File: config.mk
export PLATFORM = sky130hd
export DESIGN_NAME = mem_arbiter_n
export DESIGN_NICKNAME = d
export VERILOG_FILES = /design/src/rtl/mem_arbiter_n.sv
export SDC_FILE = /design/constraint.sdc
export NUM_CORES = 1
export LEC_CHECK = 0
export CORE_AREA = 2 2 163 165
export DETAILED_ROUTE_END_ITERATION = 10
export DIE_AREA = 0 0 165 167
export HOLD_SLACK_MARGIN = 0.12
export PLACE_DENSITY_LB_ADDON = 0.12
export SYNTH_ARGS = -nofsm -noshare
export SYNTH_HDL_FRONTEND = slang
export SYNTH_SLANG_ARGS = --single-unit
File: constraint.sdc
create_clock -name clk -period 2.9 [get_ports clk]
set_input_delay 0.58 -clock clk [delete_from_list [all_inputs] [get_ports clk]]
set_output_delay 0.58 -clock clk [all_outputs]
set_load 0.03 [all_outputs]
File: src/rtl/mem_arbiter_n.sv
// N-port memory arbiter: fixed or round-robin grant, one transaction
// in flight, response routing, timeout fault and spurious-response flag.
module mem_arbiter_n #(
  parameter int N_PORTS     = 3,
  parameter int RR_MODE     = 0,
  parameter int TIMEOUT_CYC = 255
) (
  input  logic                  clk,
  input  logic                  rst_n,
  input  logic [N_PORTS-1:0]    r_req,
  input  logic [N_PORTS-1:0]    r_we,
  input  logic [4*N_PORTS-1:0]  r_be,
  input  logic [32*N_PORTS-1:0] r_addr,
  input  logic [32*N_PORTS-1:0] r_wdata,
  output logic [32*N_PORTS-1:0] r_rdata,
  output logic [N_PORTS-1:0]    r_rvalid,
  output logic [N_PORTS-1:0]    r_fault,
  output logic                  m_req,
  output logic                  m_we,
  output logic [3:0]            m_be,
  output logic [31:0]           m_addr,
  output logic [31:0]           m_wdata,
  input  logic [31:0]           m_rdata,
  input  logic                  m_rvalid,
  input  logic                  m_fault,
  output logic                  busy,
  output logic [2:0]            gnt_idx,
  output logic                  spurious
);

  typedef enum logic [1:0] {IDLE, ISSUE, WAIT} state_e;

  state_e      state_q, state_d;
  logic [2:0]  idx_q, idx_d;
  logic [2:0]  last_q, last_d;
  logic        we_q, we_d;
  logic [3:0]  be_q, be_d;
  logic [31:0] addr_q, addr_d;
  logic [31:0] wdata_q, wdata_d;
  logic [15:0] cnt_q, cnt_d;
  logic        spur_q, spur_d;

  logic        found;
  logic [2:0]  win;
  logic [2:0]  base;
  int          k;

  // Search order starts one past the last winner in round-robin mode.
  always_comb begin
    base = '0;
    if (RR_MODE != 0 && last_q != 3'(N_PORTS-1))
      base = last_q + 3'd1;
    found = 1'b0;
    win   = '0;
    k     = 0;
    for (int i = 0; i < N_PORTS; i++) begin
      k = int'(base) + i;
      if (k >= N_PORTS) k = k - N_PORTS;
      if (!found && r_req[k]) begin
        found = 1'b1;
        win   = 3'(k);
      end
    end
  end

  always_comb begin
    state_d  = state_q;
    idx_d    = idx_q;
    last_d   = last_q;
    we_d     = we_q;
    be_d     = be_q;
    addr_d   = addr_q;
    wdata_d  = wdata_q;
    cnt_d    = cnt_q;
    spur_d   = spur_q;
    r_rvalid = '0;
    r_fault  = '0;
    r_rdata  = '0;
    if ((m_rvalid || m_fault) && state_q != WAIT)
      spur_d = 1'b1;
    unique case (state_q)
      IDLE: begin
        if (found) begin
          idx_d   = win;
          last_d  = win;
          we_d    = r_we[win];
          be_d    = r_be[int'(win)*4 +: 4];
          addr_d  = r_addr[int'(win)*32 +: 32];
          wdata_d = r_wdata[int'(win)*32 +: 32];
          state_d = ISSUE;
        end
      end
      ISSUE: begin
        cnt_d   = '0;
        state_d = WAIT;
      end
      WAIT: begin
        r_rvalid[idx_q]              = m_rvalid;
        r_fault[idx_q]               = m_fault;
        r_rdata[int'(idx_q)*32 +: 32] = m_rdata;
        if (m_rvalid || m_fault) begin
          state_d = IDLE;
        end else if (TIMEOUT_CYC != 0 &&
                     cnt_q == 16'(TIMEOUT_CYC)) begin
          r_fault[idx_q] = 1'b1;
          state_d        = IDLE;
        end else begin
          cnt_d = cnt_q + 16'd1;
        end
      end
      default: state_d = IDLE;
    endcase
  end

  always_ff @(posedge clk or negedge rst_n) begin
    if (!rst_n) begin
      state_q <= IDLE;
      idx_q   <= '0;
      last_q  <= 3'(N_PORTS-1);
      we_q    <= 1'b0;
      be_q    <= '0;
      addr_q  <= '0;
      wdata_q <= '0;
      cnt_q   <= '0;
      spur_q  <= 1'b0;
    end else begin
      state_q <= state_d;
      idx_q   <= idx_d;
      last_q  <= last_d;
      we_q    <= we_d;
      be_q    <= be_d;
      addr_q  <= addr_d;
      wdata_q <= wdata_d;
      cnt_q   <= cnt_d;
      spur_q  <= spur_d;
    end
  end

  assign m_req    = (state_q == ISSUE);
  assign m_we     = we_q;
  assign m_be     = be_q;
  assign m_addr   = addr_q;
  assign m_wdata  = wdata_q;
  assign busy     = (state_q != IDLE);
  assign gnt_idx  = idx_q;
  assign spurious = spur_q;

endmodule

==> flow_summary.rst, run 1 <==
.. list-table::
   :header-rows: 1

   * - Metric
     - Value
   * - Final-layout setup total negative slack
     - 0 ns
   * - First-pass DRT Iterations
     - 4
   * - Vertical die dimension
     - 167 um
   * - Iteration-0 DRC Markers
     - 268
   * - Total of flip-flops plus latches after synthesis
     - 90
   * - Primary FF master, synth
     - sky130_fd_sc_hd__dfrtp_1
   * - Share of cells above drive strength 1
     - 0.2254
   * - Post-placement cell area
     - 0.01054 sq mm
   * - Die X
     - 165 um
   * - Largest area contributor in the netlist
     - sky130_fd_sc_hd__dfrtp_1
   * - Maximum clock skew at final layout
     - between 0.01 and 0.015 ns
   * - Data required, critical path
     - 2.32 ns
   * - Maximum ir drop on the vdd rail
     - between 0.0003 and 0.0004 V
   * - Final number of setup-violating endpoints
     - 0
   * - Clock insertion delay at the later pin of the skew report
     - between 0.3 and 0.4 ns
   * - Wirelength per Cell
     - around 19 um
   * - Maximum root-to-sink buffer count
     - 2
   * - Initial antenna violation count
     - 2
   * - Worst hold slack
     - 0.2400 ns
   * - Fraction of registers with async set or reset after synthesis
     - 1.000
   * - Total clock buffers created by CTS
     - 9
   * - Initial Util
     - 0.2352
   * - Max-slew headroom at the worst pin
     - 0.5724
   * - RSZ-0062 raised after global routing
     - yes
   * - Sink count of the clock tree
     - 90
   * - Ys Warns
     - 0
   * - Sum of net half-perimeters after detailed placement
     - a little over 20 mm
   * - Nature of the critical path startpoint
     - register
   * - Proportion of netlist area held by the largest area contributor
     - 0.3717
   * - Final design area excluding fillers
     - 0.01099 sq mm
   * - Path category of the worst min-delay check
     - input port to asynchronous set/reset pin
   * - Most area-consuming cells after synthesis
     - sky130_fd_sc_hd__dfrtp_1, sky130_fd_sc_hd__mux2_2, sky130_fd_sc_hd__mux2i_1
   * - Avg Cell Area, Syn
     - approximately 9.2 sq um
   * - Sequential-to-total area share from yosys stat
     - 0.3717
   * - Number of placement rows
     - 59
   * - Via Count
     - roughly 6300
   * - Total power
     - between 0.007 and 0.008 W
   * - Global router's overall resource usage
     - 0.1864
   * - Outcome
     - complete, no violations
   * - Vias in the first global route
     - 6464
   * - Clock tree from TritonCTS
     - yes
   * - DRT antenna net count
     - 0
   * - Highest fanout seen on the critical path
     - 7
   * - Maximum frequency from static timing analysis
     - 355.5 MHz
   * - Global route total overflow
     - 0
   * - Sort of element at the end of the critical path
     - output pin
   * - Clock tree root driver cell
     - sky130_fd_sc_hd__clkbuf_16
   * - CTS Hold Bufs
     - 0
   * - Count of different cell masters after synthesis
     - 48
   * - Arrival time of data at the critical path endpoint
     - 2.23 ns
   * - Number of max-cap violations
     - 0
   * - Number of slew-limit violations in the final report
     - 0
   * - Pin count of the biggest net entering global routing
     - 87
   * - Leakage power figure
     - 5.005 nW
   * - Ratio of routed vias to standard cells
     - 4.429
   * - Placer Congestion
     - between 0.7 and 0.8
   * - Post-route non-filler standard cell count
     - 1414
   * - Area of the die
     - about 0.028 sq mm
   * - DRC violation count after routing
     - 0
   * - Core outline area
     - around 0.026 sq mm
   * - Routed WL
     - 26.28 mm
   * - Syn nets
     - 911
   * - Placed insts
     - 1385
   * - Count of flip-flops with a built-in enable after synthesis
     - 0
   * - Maximum level of the CTS H-tree
     - 3
   * - Part of the cycle the worst path needs
     - 0.9701
   * - Area growth from synthesis to final layout
     - 81.44%
   * - Clock transition at the registers of the reported paths
     - 0.07 ns
   * - Final Hold Vio Count
     - 0
   * - I/O Pins
     - 423
   * - Final period demand of the worst path
     - about 2.8 ns
   * - Actual transition at the worst max-transition pin
     - between 0.6 and 0.7 ns
   * - Power per Cell Area
     - 707.5 mW/mm^2
   * - Gate Count Post-Synth
     - 657
   * - Nets@finish
     - 1327
   * - Port Buffers
     - 421
   * - Post-Synthesis Cell Area
     - 0.006060 sq mm
   * - Path type of the worst setup path
     - register to output pin
   * - Global-route wire length before repair
     - 38.74 mm
==> metal layers <==
metal | track usage | up-vias | wire length, um
li1 | - | 3137 | -
met1 | 0.2221 | 2879 | 10440
met2 | 0.3303 | 227 | 13530
met3 | 0.05853 | 18 | 2082
met4 | 0.03138 | 2 | 211
met5 | 0 | - | 13
==> flip-flops by register name, summed over array words and instances (netlist names) <==
name	cells
m_wdata	32
m_addr	32
spurious	1
m_we	1
m_be	4
state_q	2
cnt_q	16
gnt_idx	2
==> Yosys cell counts (all sizes together), types with 2 or more instances <==
library cell / instances
o31ai: 2
nand4: 3
a32oi: 3
nor3b: 4
and2: 96
nand4b: 2
o311ai: 3
nor4b: 4
buf: 5
o21ai: 74
nor3: 4
o211ai: 8
a31oi: 3
nor2: 7
a21oi: 3
or4: 7
and3: 7
nand3: 15
mux2: 70
nand2: 95
nor4: 6
mux2i: 69
dfrtp: 90
clkbuf: 42
inv: 10
or3: 2
ha: 8
nor2b: 3
==> path summary, 6_finish.rpt <==
path	from	endpoint	slack [ns]	cells past startpoint
min reg2reg	spurious	spurious	0.46	1
min in group clk	spurious	spurious	0.46	1
max reg2reg	state_q[0]	cnt_q[14]	0.79	6
min	rst_n	m_wdata[4]	0.24	1
max	cnt_q[9]	r_fault[1]	0.09	5
max in group asynchronous	rst_n	m_addr[4]	1.95	2
==> power by group <==
group | internal [W] | switching (W) | total, W | leakage [nW]
Clock | 0.000625 | 0.000575 | 0.00120 | 0.142
Sequential | 0.00177 | 0.000286 | 0.00206 | 1.12
Combinational | 0.00186 | 0.00266 | 0.00452 | 3.74
==> critical path, stage by stage, from the launching register on <==
cell and delay, ns:
sky130_fd_sc_hd__dfrtp_2 0.44, sky130_fd_sc_hd__or4_4 0.57, sky130_fd_sc_hd__nor4_4 0.36, sky130_fd_sc_hd__a21oi_4 0.12, sky130_fd_sc_hd__nor3b_2 0.20, sky130_fd_sc_hd__buf_4 0.19
==> cells in the final DEF (no fill, tap or decap), types with 4 or more instances in the layout <==
cell                              synthesis  routed
sky130_fd_sc_hd__clkdlybuf4s50_1          0     321
sky130_fd_sc_hd__o211ai_1                 8       8
sky130_fd_sc_hd__clkbuf_16                0       9
sky130_fd_sc_hd__nand3_1                 15      15
sky130_fd_sc_hd__or4_1                    6       5
sky130_fd_sc_hd__ha_1                     8       7
sky130_fd_sc_hd__nand2_1                 95      94
sky130_fd_sc_hd__and2_1                  96      96
sky130_fd_sc_hd__mux2_2                  70      70
sky130_fd_sc_hd__and3_1                   5       5
sky130_fd_sc_hd__inv_1                   10       9
sky130_fd_sc_hd__inv_6                    0       4
sky130_fd_sc_hd__nor2_1                   7       7
sky130_fd_sc_hd__nor4_1                   5       5
sky130_fd_sc_hd__buf_12                   0       8
sky130_fd_sc_hd__dfrtp_2                  0       5
sky130_fd_sc_hd__mux2i_1                 69      69
sky130_fd_sc_hd__buf_4                    1     120
sky130_fd_sc_hd__dfrtp_1                 90      85
sky130_fd_sc_hd__o21ai_0                 74      74
==> through the flow <==
stage               worst slack (ns)    util
CTS                         0.005659  0.4208
global route                -0.06408  0.4266
floorplan                   -0.02594       -
detailed placement            0.3179  0.4089
finish                       0.08681  0.4267
global placement              0.3313  0.4089
==> timing repair <==
action | in CTS | in global routing
pin swaps | 0 | 5
buffers inserted | 0 | 10
gates resized for setup | 4 | 18
gates cloned | 0 | 2
setup endpoints to repair | 10 | 99
==> logic make-up after synthesis <==
family	Yosys count	synth area share
other	1	0.0006189
buffers and inverters	57	0.03758
AOI/OAI and AO/OA	104	0.1004
and+or+nand+nor	258	0.2292
muxes	139	0.2441
adders and majority gates	8	0.01652
DFF	90	0.3717
==> layout make-up <==
class	instances	area (sq um)
diodes	1	2.502
clock buffers	10	239.0
flip-flops and latches	90	2258
inverters	10	41.29
well taps	335	419.2
fillers	2596	14770
clock inverters	6	53.80
repair buffers	452	4314
multi-input cells	510	3666
No activity file was read; power rests on OpenSTA's default activity.
==> run 2, diff against run 1 <==
Settings changed: ABC_AREA set to 1, CAP_MARGIN set to 20, CORE_AREA 2 2 163 165 to 2 2 164 166, DIE_AREA 0 0 165 167 to 0 0 166 168.
==> run 2 against run 1 <==
Compared with the run above: final area decreased by 2.1%; sequential power hardly changed; flip-flop and latch count stayed put; count of clock-buffer cells in the layout unchanged; critical endpoint is now r_rdata[55]; highest routed layer is now met4.
==> flow_summary.rst, run 2 <==
.. list-table::
   :header-rows: 1

   * - Metric
     - Value
   * - Fraction of registers with async set or reset after synthesis
     - 1.000
   * - Clock transition at the registers of the reported paths
     - 0.08 ns
   * - Internal
     - about 0.0044 W
   * - Maximum root-to-sink buffer count
     - 2
   * - Maximum level of the CTS H-tree
     - 3
   * - Final number of setup-violating endpoints
     - 0
   * - Clock tree root driver cell
     - sky130_fd_sc_hd__clkbuf_16
   * - Share of total power in the clock network
     - 0.146
   * - Ys Warns
     - 0
   * - Sum of net half-perimeters after detailed placement
     - 20.80 mm
   * - Most area-consuming cells after synthesis
     - sky130_fd_sc_hd__dfrtp_1, sky130_fd_sc_hd__a21oi_1, sky130_fd_sc_hd__nand2_1
   * - Part of the cycle the worst path needs
     - 0.9436
   * - Gate Count Post-Synth
     - 892
   * - Arrival time of data at the critical path endpoint
     - 2.16 ns
   * - Power per Cell Area
     - between 700 and 800 mW/mm^2
   * - Net load switching power
     - 0.004011 W
   * - Worst-case setup margin in the final layout
     - 0.1636 ns
   * - Most numerous cell types in the synthesized netlist
     - sky130_fd_sc_hd__nand2_1, sky130_fd_sc_hd__nor2_1, sky130_fd_sc_hd__a21oi_1, sky130_fd_sc_hd__inv_1, sky130_fd_sc_hd__dfrtp_1
   * - I/O Pins
     - around 420
   * - Post-placement cell area
     - 0.01046 sq mm
   * - Share of cells above drive strength 1
     - 0.1229
   * - Outcome
     - complete, no violations
   * - Setup repair bufs after CTS
     - 0
   * - Port Buffers
     - 421
   * - Actual transition at the worst max-transition pin
     - 0.7514 ns
   * - Syn nets
     - approximately 1100
   * - Delay contributed by the slowest stage of the critical path
     - 0.40 ns
   * - Global router's overall resource usage
     - 0.1881
   * - Ratio of routed vias to standard cells
     - 4.514
   * - Cell chain of the critical path
     - inv_1, ha_1, buf_4, nand4_1, buf_4, nor2_1, buf_4
   * - Reg2reg start
     - state_q[0]
   * - Global route total overflow
     - 0
   * - Final design utilization
     - 0.4084
   * - Nets@finish
     - 1535
   * - Area growth from synthesis to final layout
     - 76.25%
   * - Setup slack at placement
     - 0.1234 ns
   * - First-pass DRT Iterations
     - 4
   * - Number of max-cap violations
     - 0
   * - Fraction of power consumed by combinational cells
     - 0.608
   * - Initial Util
     - 0.2317
   * - Standard cell with the maximum stage delay on the critical path
     - sky130_fd_sc_hd__dfrtp_1
   * - Number of slew-limit violations in the final report
     - 0
   * - Initial antenna violation count
     - 0
   * - DRC violation count after routing
     - 0
   * - Final design area excluding fillers
     - 0.01076 sq mm
   * - Via Count
     - 7344
   * - Sort of element at the end of the critical path
     - output pin
   * - Placed insts
     - 1611
   * - Largest area contributor in the netlist
     - sky130_fd_sc_hd__dfrtp_1
   * - Sequential share of power
     - 0.246
   * - Most frequent cell after synthesis
     - sky130_fd_sc_hd__nand2_1
   * - Maximum frequency from static timing analysis
     - 365.5 MHz
   * - Wirelength per Cell
     - 16.63 um
   * - Sequential-to-total area share from yosys stat
     - 0.3689
   * - Core outline area
     - 0.02635 sq mm
   * - DRT antenna net count
     - 0
   * - Final period demand of the worst path
     - 2.736 ns
   * - Maximum clock skew at final layout
     - around 0.011 ns
   * - Global-route wire length before repair
     - 41.59 mm
   * - Dominant delay contributor by cell family on the critical path
     - buffers and inverters
   * - Clock insertion delay at the later pin of the skew report
     - 0.35 ns
   * - Maximum ir drop on the vdd rail
     - 0.0003476 V
   * - Count of different cell masters after synthesis
     - 31
   * - Max-slew headroom at the worst pin
     - 0.4990
   * - Total of flip-flops plus latches after synthesis
     - 90
   * - Sink count of the clock tree
     - 90
   * - Vias in the first global route
     - 7415
   * - Most Frequent Cell on Critical Path
     - sky130_fd_sc_hd__buf_4
   * - Proportion of netlist area held by the largest area contributor
     - 0.3689
   * - Most common library cell in the layout ignoring fill and taps
     - sky130_fd_sc_hd__clkdlybuf4s50_1
   * - Vertical die dimension
     - about 170 um
   * - Worst Path Buf+Inv
     - 4
   * - Most used cells in the layout excluding fill and tap cells
     - sky130_fd_sc_hd__clkdlybuf4s50_1, sky130_fd_sc_hd__nand2_1, sky130_fd_sc_hd__nor2_1
   * - Data required, critical path
     - approximately 2.3 ns
   * - Start point of the critical path
     - state_q[0]
   * - Routed WL
     - 27.06 mm
   * - Path type of the worst setup path
     - register to output pin
   * - Nature of the critical path startpoint
     - register
   * - Pin count of the biggest net entering global routing
     - 72
   * - RSZ-0062 raised after global routing
     - no
   * - Iteration-0 DRC Markers
     - 253
   * - Avg Cell Area, Syn
     - between 6 and 7 sq um
   * - Final Hold Vio Count
     - 0
   * - Primary FF master, synth
     - sky130_fd_sc_hd__dfrtp_1
   * - Post-Synthesis Cell Area
     - 0.006106 sq mm
   * - Sw Ratio
     - 0.4777
   * - Post-route non-filler standard cell count
     - about 1600
   * - Path category of the worst min-delay check
     - input port to asynchronous set/reset pin
   * - Placer Congestion
     - 0.8526
   * - Total clock buffers created by CTS
     - 9
   * - Leakage power figure
     - 4.778 nW
   * - CTS Hold Bufs
     - 0
   * - Count of flip-flops with a built-in enable after synthesis
     - 0
   * - Area of the die
     - 0.02789 sq mm
   * - Highest fanout seen on the critical path
     - 32
   * - Diode count
     - 0
   * - Clock tree from TritonCTS
     - yes
   * - Die X
     - 166 um
   * - Number of placement rows
     - 60
-- run 2: changes by cell type in the layout (fill, tap and decap cells not counted), moves of 28 or more --
cell / delta
sky130_fd_sc_hd__mux2_2: -70
sky130_fd_sc_hd__nand2_1: +71
sky130_fd_sc_hd__a21oi_1: +139
sky130_fd_sc_hd__nor3b_1: +28
sky130_fd_sc_hd__o211ai_1: +61
sky130_fd_sc_hd__mux2i_1: -69
sky130_fd_sc_hd__nor2_1: +152
sky130_fd_sc_hd__o21ai_0: -62
sky130_fd_sc_hd__inv_1: +89
sky130_fd_sc_hd__and2_1: -96
-- run 2: metal layers --
metal | GRT usage | routed length, um
met5 | 0 | 0
met4 | 0.05595 | 670
met3 | 0.06512 | 2256
met2 | 0.3513 | 13850
met1 | 0.1993 | 10280
-- run 2: worst paths after layout --
| path | slack (ns) | depth (start not counted) | to |
|---|---|---|---|
| worst max-delay path | 0.16 | 7 | r_rdata[55] |
| worst min register to register | 0.48 | 1 | spurious |
| worst max register to register | 1.01 | 8 | m_addr[30] |
| worst min-delay path | 0.27 | 1 | m_wdata[31] |
| min in group clk | 0.48 | 1 | spurious |
| max in group asynchronous | 1.89 | 2 | gnt_idx[1] |
-- run 2: area by class of cell --
class	instances	area, sq um
Clock buffer	10	229.0
Clock inverter	6	72.57
Fill cell	2800	15590
Inverter	101	380.4
Multi-Input combinational cell	637	3188
Sequential cell	90	2252
Tap cell	341	426.7
Timing Repair Buffer	442	4213
-- run 2: what timing repair did --
| action | 4_1_cts | 5_1_grt |
|---|---|---|
| setup endpoints to repair | 2 | 32 |
| resized for setup | 2 | 2 |
| gates cloned | 0 | 0 |
| endpoints found under the hold margin | 0 | 0 |
-- run 2: cells by family (layout without fill, tap and decap cells) --
logic type	Yosys count	in the layout	synth area share
buffers and inverters	165	559	0.1119
and+or+nand+nor	395	395	0.2771
DFF	90	90	0.3689
xor gates and xnor gates	2	2	0.002869
AOI/OAI and AO/OA	231	231	0.2223
other	1	1	0.0006142
adders and majority gates	8	8	0.01639
-- run 2: metrics by stage --
| stage | total power (W) | hold slack (ns) | TNS, ns |
|---|---|---|---|
| 2_1_floorplan | 0.005027 | 0.2844 | -1.943 |
| 3_3_place_gp | 0.007232 | 0.4709 | 0 |
| 3_5_place_dp | 0.007244 | 0.4762 | 0 |
| 4_1_cts | 0.008528 | 0.3255 | 0 |
| 5_1_grt | 0.008935 | 0.3379 | 0 |
| 6_report | 0.008398 | 0.2730 | 0 |
-- run 2: power by group through the flow --
stage               combinational [W]  clock (W)  sequential [W]
floorplan                     0.00203          0         0.00300
global placement              0.00516          0         0.00207
detailed placement            0.00516          0         0.00208
CTS                           0.00518    0.00128         0.00207
global route                  0.00548    0.00132         0.00214
finish                        0.00510    0.00123         0.00207
-- run 2: worst register-to-register path: cells and delay by family, from the launching register on --
family                   cells  cell delay (ns)
adder cells (fa/ha/maj)      1             0.23
flip-flops                   1             0.37
buffers and inverters        4             0.95
AO/OA/AOI/OAI                3             0.27
==> run 3, diff against run 2 <==
Settings changed: SKIP_LAST_GASP set to 1.
Clock period 2.9 ns to 3.55 ns, I/O delays scaled along.
==> run 3 against run 2 <==
Compared with the run above: via count is 0.71% lower; non-clock buffer count is 4 lower; flip-flop and latch count stayed put; count of clock-buffer cells in the layout stayed put; global-route usage is 0.26 points higher; critical path depth is 2 lower; sequential share of layout area is 0.19 points higher; largest cell class unchanged; largest power group unchanged.
==> flow_summary.rst, run 3 (same netlist as run 2, synthesis figures left out) <==
.. list-table::
   :header-rows: 1

   * - Metric
     - Value
   * - Maximum level of the CTS H-tree
     - 3
   * - Nets@finish
     - about 1500
   * - Leakage power figure
     - 4.719 nW
   * - Sink count of the clock tree
     - 90
   * - Most common library cell in the layout ignoring fill and taps
     - sky130_fd_sc_hd__clkdlybuf4s50_1
   * - Setup slack at placement
     - 0.4345 ns
   * - R2R Setup Slk
     - 1.49 ns
   * - Vertical die dimension
     - between 150 and 200 um
   * - Number of placement rows
     - 60
   * - Power per Cell Area
     - 632.0 mW/mm^2
   * - Area of all sequential standard cells
     - 0.002252 sq mm
   * - Area growth from synthesis to final layout
     - 74.65%
   * - Clock tree root driver cell
     - sky130_fd_sc_hd__clkbuf_16
   * - Path category of the worst min-delay check
     - input port to asynchronous set/reset pin
   * - Clock tree from TritonCTS
     - yes
   * - Maximum root-to-sink buffer count
     - 2
   * - Total power
     - 0.006739 W
   * - Part of the cycle the worst path needs
     - 0.8786
   * - End of the worst register-to-register path
     - m_addr[27]
   * - Reg2reg start
     - state_q[0]
   * - Placer Congestion
     - 0.8920
   * - Number of slew-limit violations in the final report
     - 0
   * - Pin count of the biggest net entering global routing
     - 91
   * - Setup repair bufs after CTS
     - 0
   * - Post-placement cell area
     - 0.01039 sq mm
   * - FF-to-FF path depth
     - 7
   * - Area of the die
     - 0.02789 sq mm
   * - Diode count
     - 0
   * - Most Frequent Cell on Critical Path
     - sky130_fd_sc_hd__clkdlybuf4s50_1
   * - Path type of the worst setup path
     - input port to output pin
   * - Maximum ir drop on the vdd rail
     - 0.0003444 V
   * - Layout filler cell count
     - 2834
   * - Final design area excluding fillers
     - 0.01066 sq mm
   * - Die X
     - 166 um
   * - Clock insertion delay at the later pin of the skew report
     - between 0.3 and 0.4 ns
   * - Ratio of routed vias to standard cells
     - 4.493
   * - Core outline area
     - 0.02635 sq mm
   * - Post-cts sizing count
     - 0
   * - First-pass DRT Iterations
     - 5
   * - Final number of setup-violating endpoints
     - 0
   * - Outcome
     - complete, no violations
   * - Arrival time of data at the critical path endpoint
     - 2.41 ns
   * - Iteration-0 DRC Markers
     - 337
   * - DRC violation count after routing
     - 0
   * - I/O Pins
     - 423
   * - Wirelength per Cell
     - 16.73 um
   * - Global route total overflow
     - 0
   * - Max-slew headroom at the worst pin
     - 0.3865
   * - Initial Util
     - 0.2317
   * - Actual transition at the worst max-transition pin
     - 0.9202 ns
   * - Worst-case setup margin in the final layout
     - about 0.43 ns
   * - Final period demand of the worst path
     - 3.119 ns
   * - Nature of the critical path startpoint
     - input port
   * - Number of max-cap violations
     - 0
   * - Most used cells in the layout excluding fill and tap cells
     - sky130_fd_sc_hd__clkdlybuf4s50_1, sky130_fd_sc_hd__nand2_1, sky130_fd_sc_hd__nor2_1
   * - Highest fanout seen on the critical path
     - 4
   * - Sum of net half-perimeters after detailed placement
     - 20.38 mm
   * - Routed WL
     - around 27 mm
   * - Initial antenna violation count
     - 0
   * - Data required, critical path
     - between 2 and 3 ns
   * - Global-route wire length before repair
     - 41.96 mm
   * - Clock transition at the registers of the reported paths
     - 0.07 ns
   * - Final-layout setup total negative slack
     - 0 ns
   * - Area used by multi-input combinational logic
     - around 0.0032 sq mm
   * - Cell chain of the critical path
     - clkdlybuf4s50_1, inv_1, a31oi_1, nor2_1, clkdlybuf4s50_1
   * - Share of cells above drive strength 1
     - 0.1193
   * - Global router's overall resource usage
     - 0.1907
   * - Vias in the first global route
     - 7192
   * - RSZ-0062 raised after global routing
     - no
   * - Delay contributed by the slowest stage of the critical path
     - ~0.7 ns
   * - Standard cell with the maximum stage delay on the critical path
     - sky130_fd_sc_hd__clkdlybuf4s50_1
   * - CTS Hold Bufs
     - 0
   * - DRT antenna net count
     - 0
   * - Sort of element at the end of the critical path
     - output pin
   * - Final Hold Vio Count
     - 0
   * - Worst hold slack
     - 0.3984 ns
   * - Via Count
     - 7292
   * - Maximum clock skew at final layout
     - between 0.009 and 0.01 ns
   * - Port Buffers
     - 421
   * - Total clock buffers created by CTS
     - 9
   * - Maximum frequency from static timing analysis
     - ~320 MHz
[run 3: critical path, delay by kind of cell]
kind | cells | cell delay, ns
buf+inv | 3 | 1.33
compound gates | 1 | 0.17
simple gates | 1 | 0.19
[run 3: layer usage]
metal | vias to the layer above | track usage | routed length, um
met5 | - | 0 | 0
met4 | 0 | 0.05104 | 500
met3 | 31 | 0.06065 | 2324
met2 | 296 | 0.3487 | 13720
met1 | 3292 | 0.2135 | 10610
li1 | 3673 | - | -
[run 3: per-stage QoR]
step	instances	utilization
finish	1623	0.4047
CTS	1623	0.4047
global placement	1607	0.3943
detailed placement	1607	0.3943
floorplan	892	-
global route	1623	0.4047
[run 3: cell type report]
class | count | area share
Clock inverter | 6 | 0.004107
Tap cell | 341 | 0.04001
Sequential cell | 90 | 0.2112
Inverter | 101 | 0.03567
Multi-Input combinational cell | 637 | 0.2987
Timing Repair Buffer | 438 | 0.3888
Clock buffer | 10 | 0.02147
[run 3: worst max path at each step]
| stage | startpoint | end | slack [ns] | cells past startpoint |
|---|---|---|---|---|
| after floorplan | gnt_idx[0] | r_rdata[10] | 0.45 | 6 |
| after global placement | m_rvalid | r_fault[2] | 0.47 | 5 |
| after detailed placement | m_rvalid | r_fault[2] | 0.43 | 5 |
| after CTS | gnt_idx[0] | r_rdata[2] | 0.38 | 5 |
| after global routing | gnt_idx[0] | r_rdata[16] | 0.26 | 5 |
| final | m_rvalid | r_fault[2] | 0.43 | 5 |
[run 3: report_power, final]
group / switching [W] / leakage [nW] / internal (W)
Clock: 0.000443 / 0.132 / 0.000477
Combinational: 0.00258 / 3.54 / 0.00155
Sequential: 0.000248 / 1.04 / 0.00144
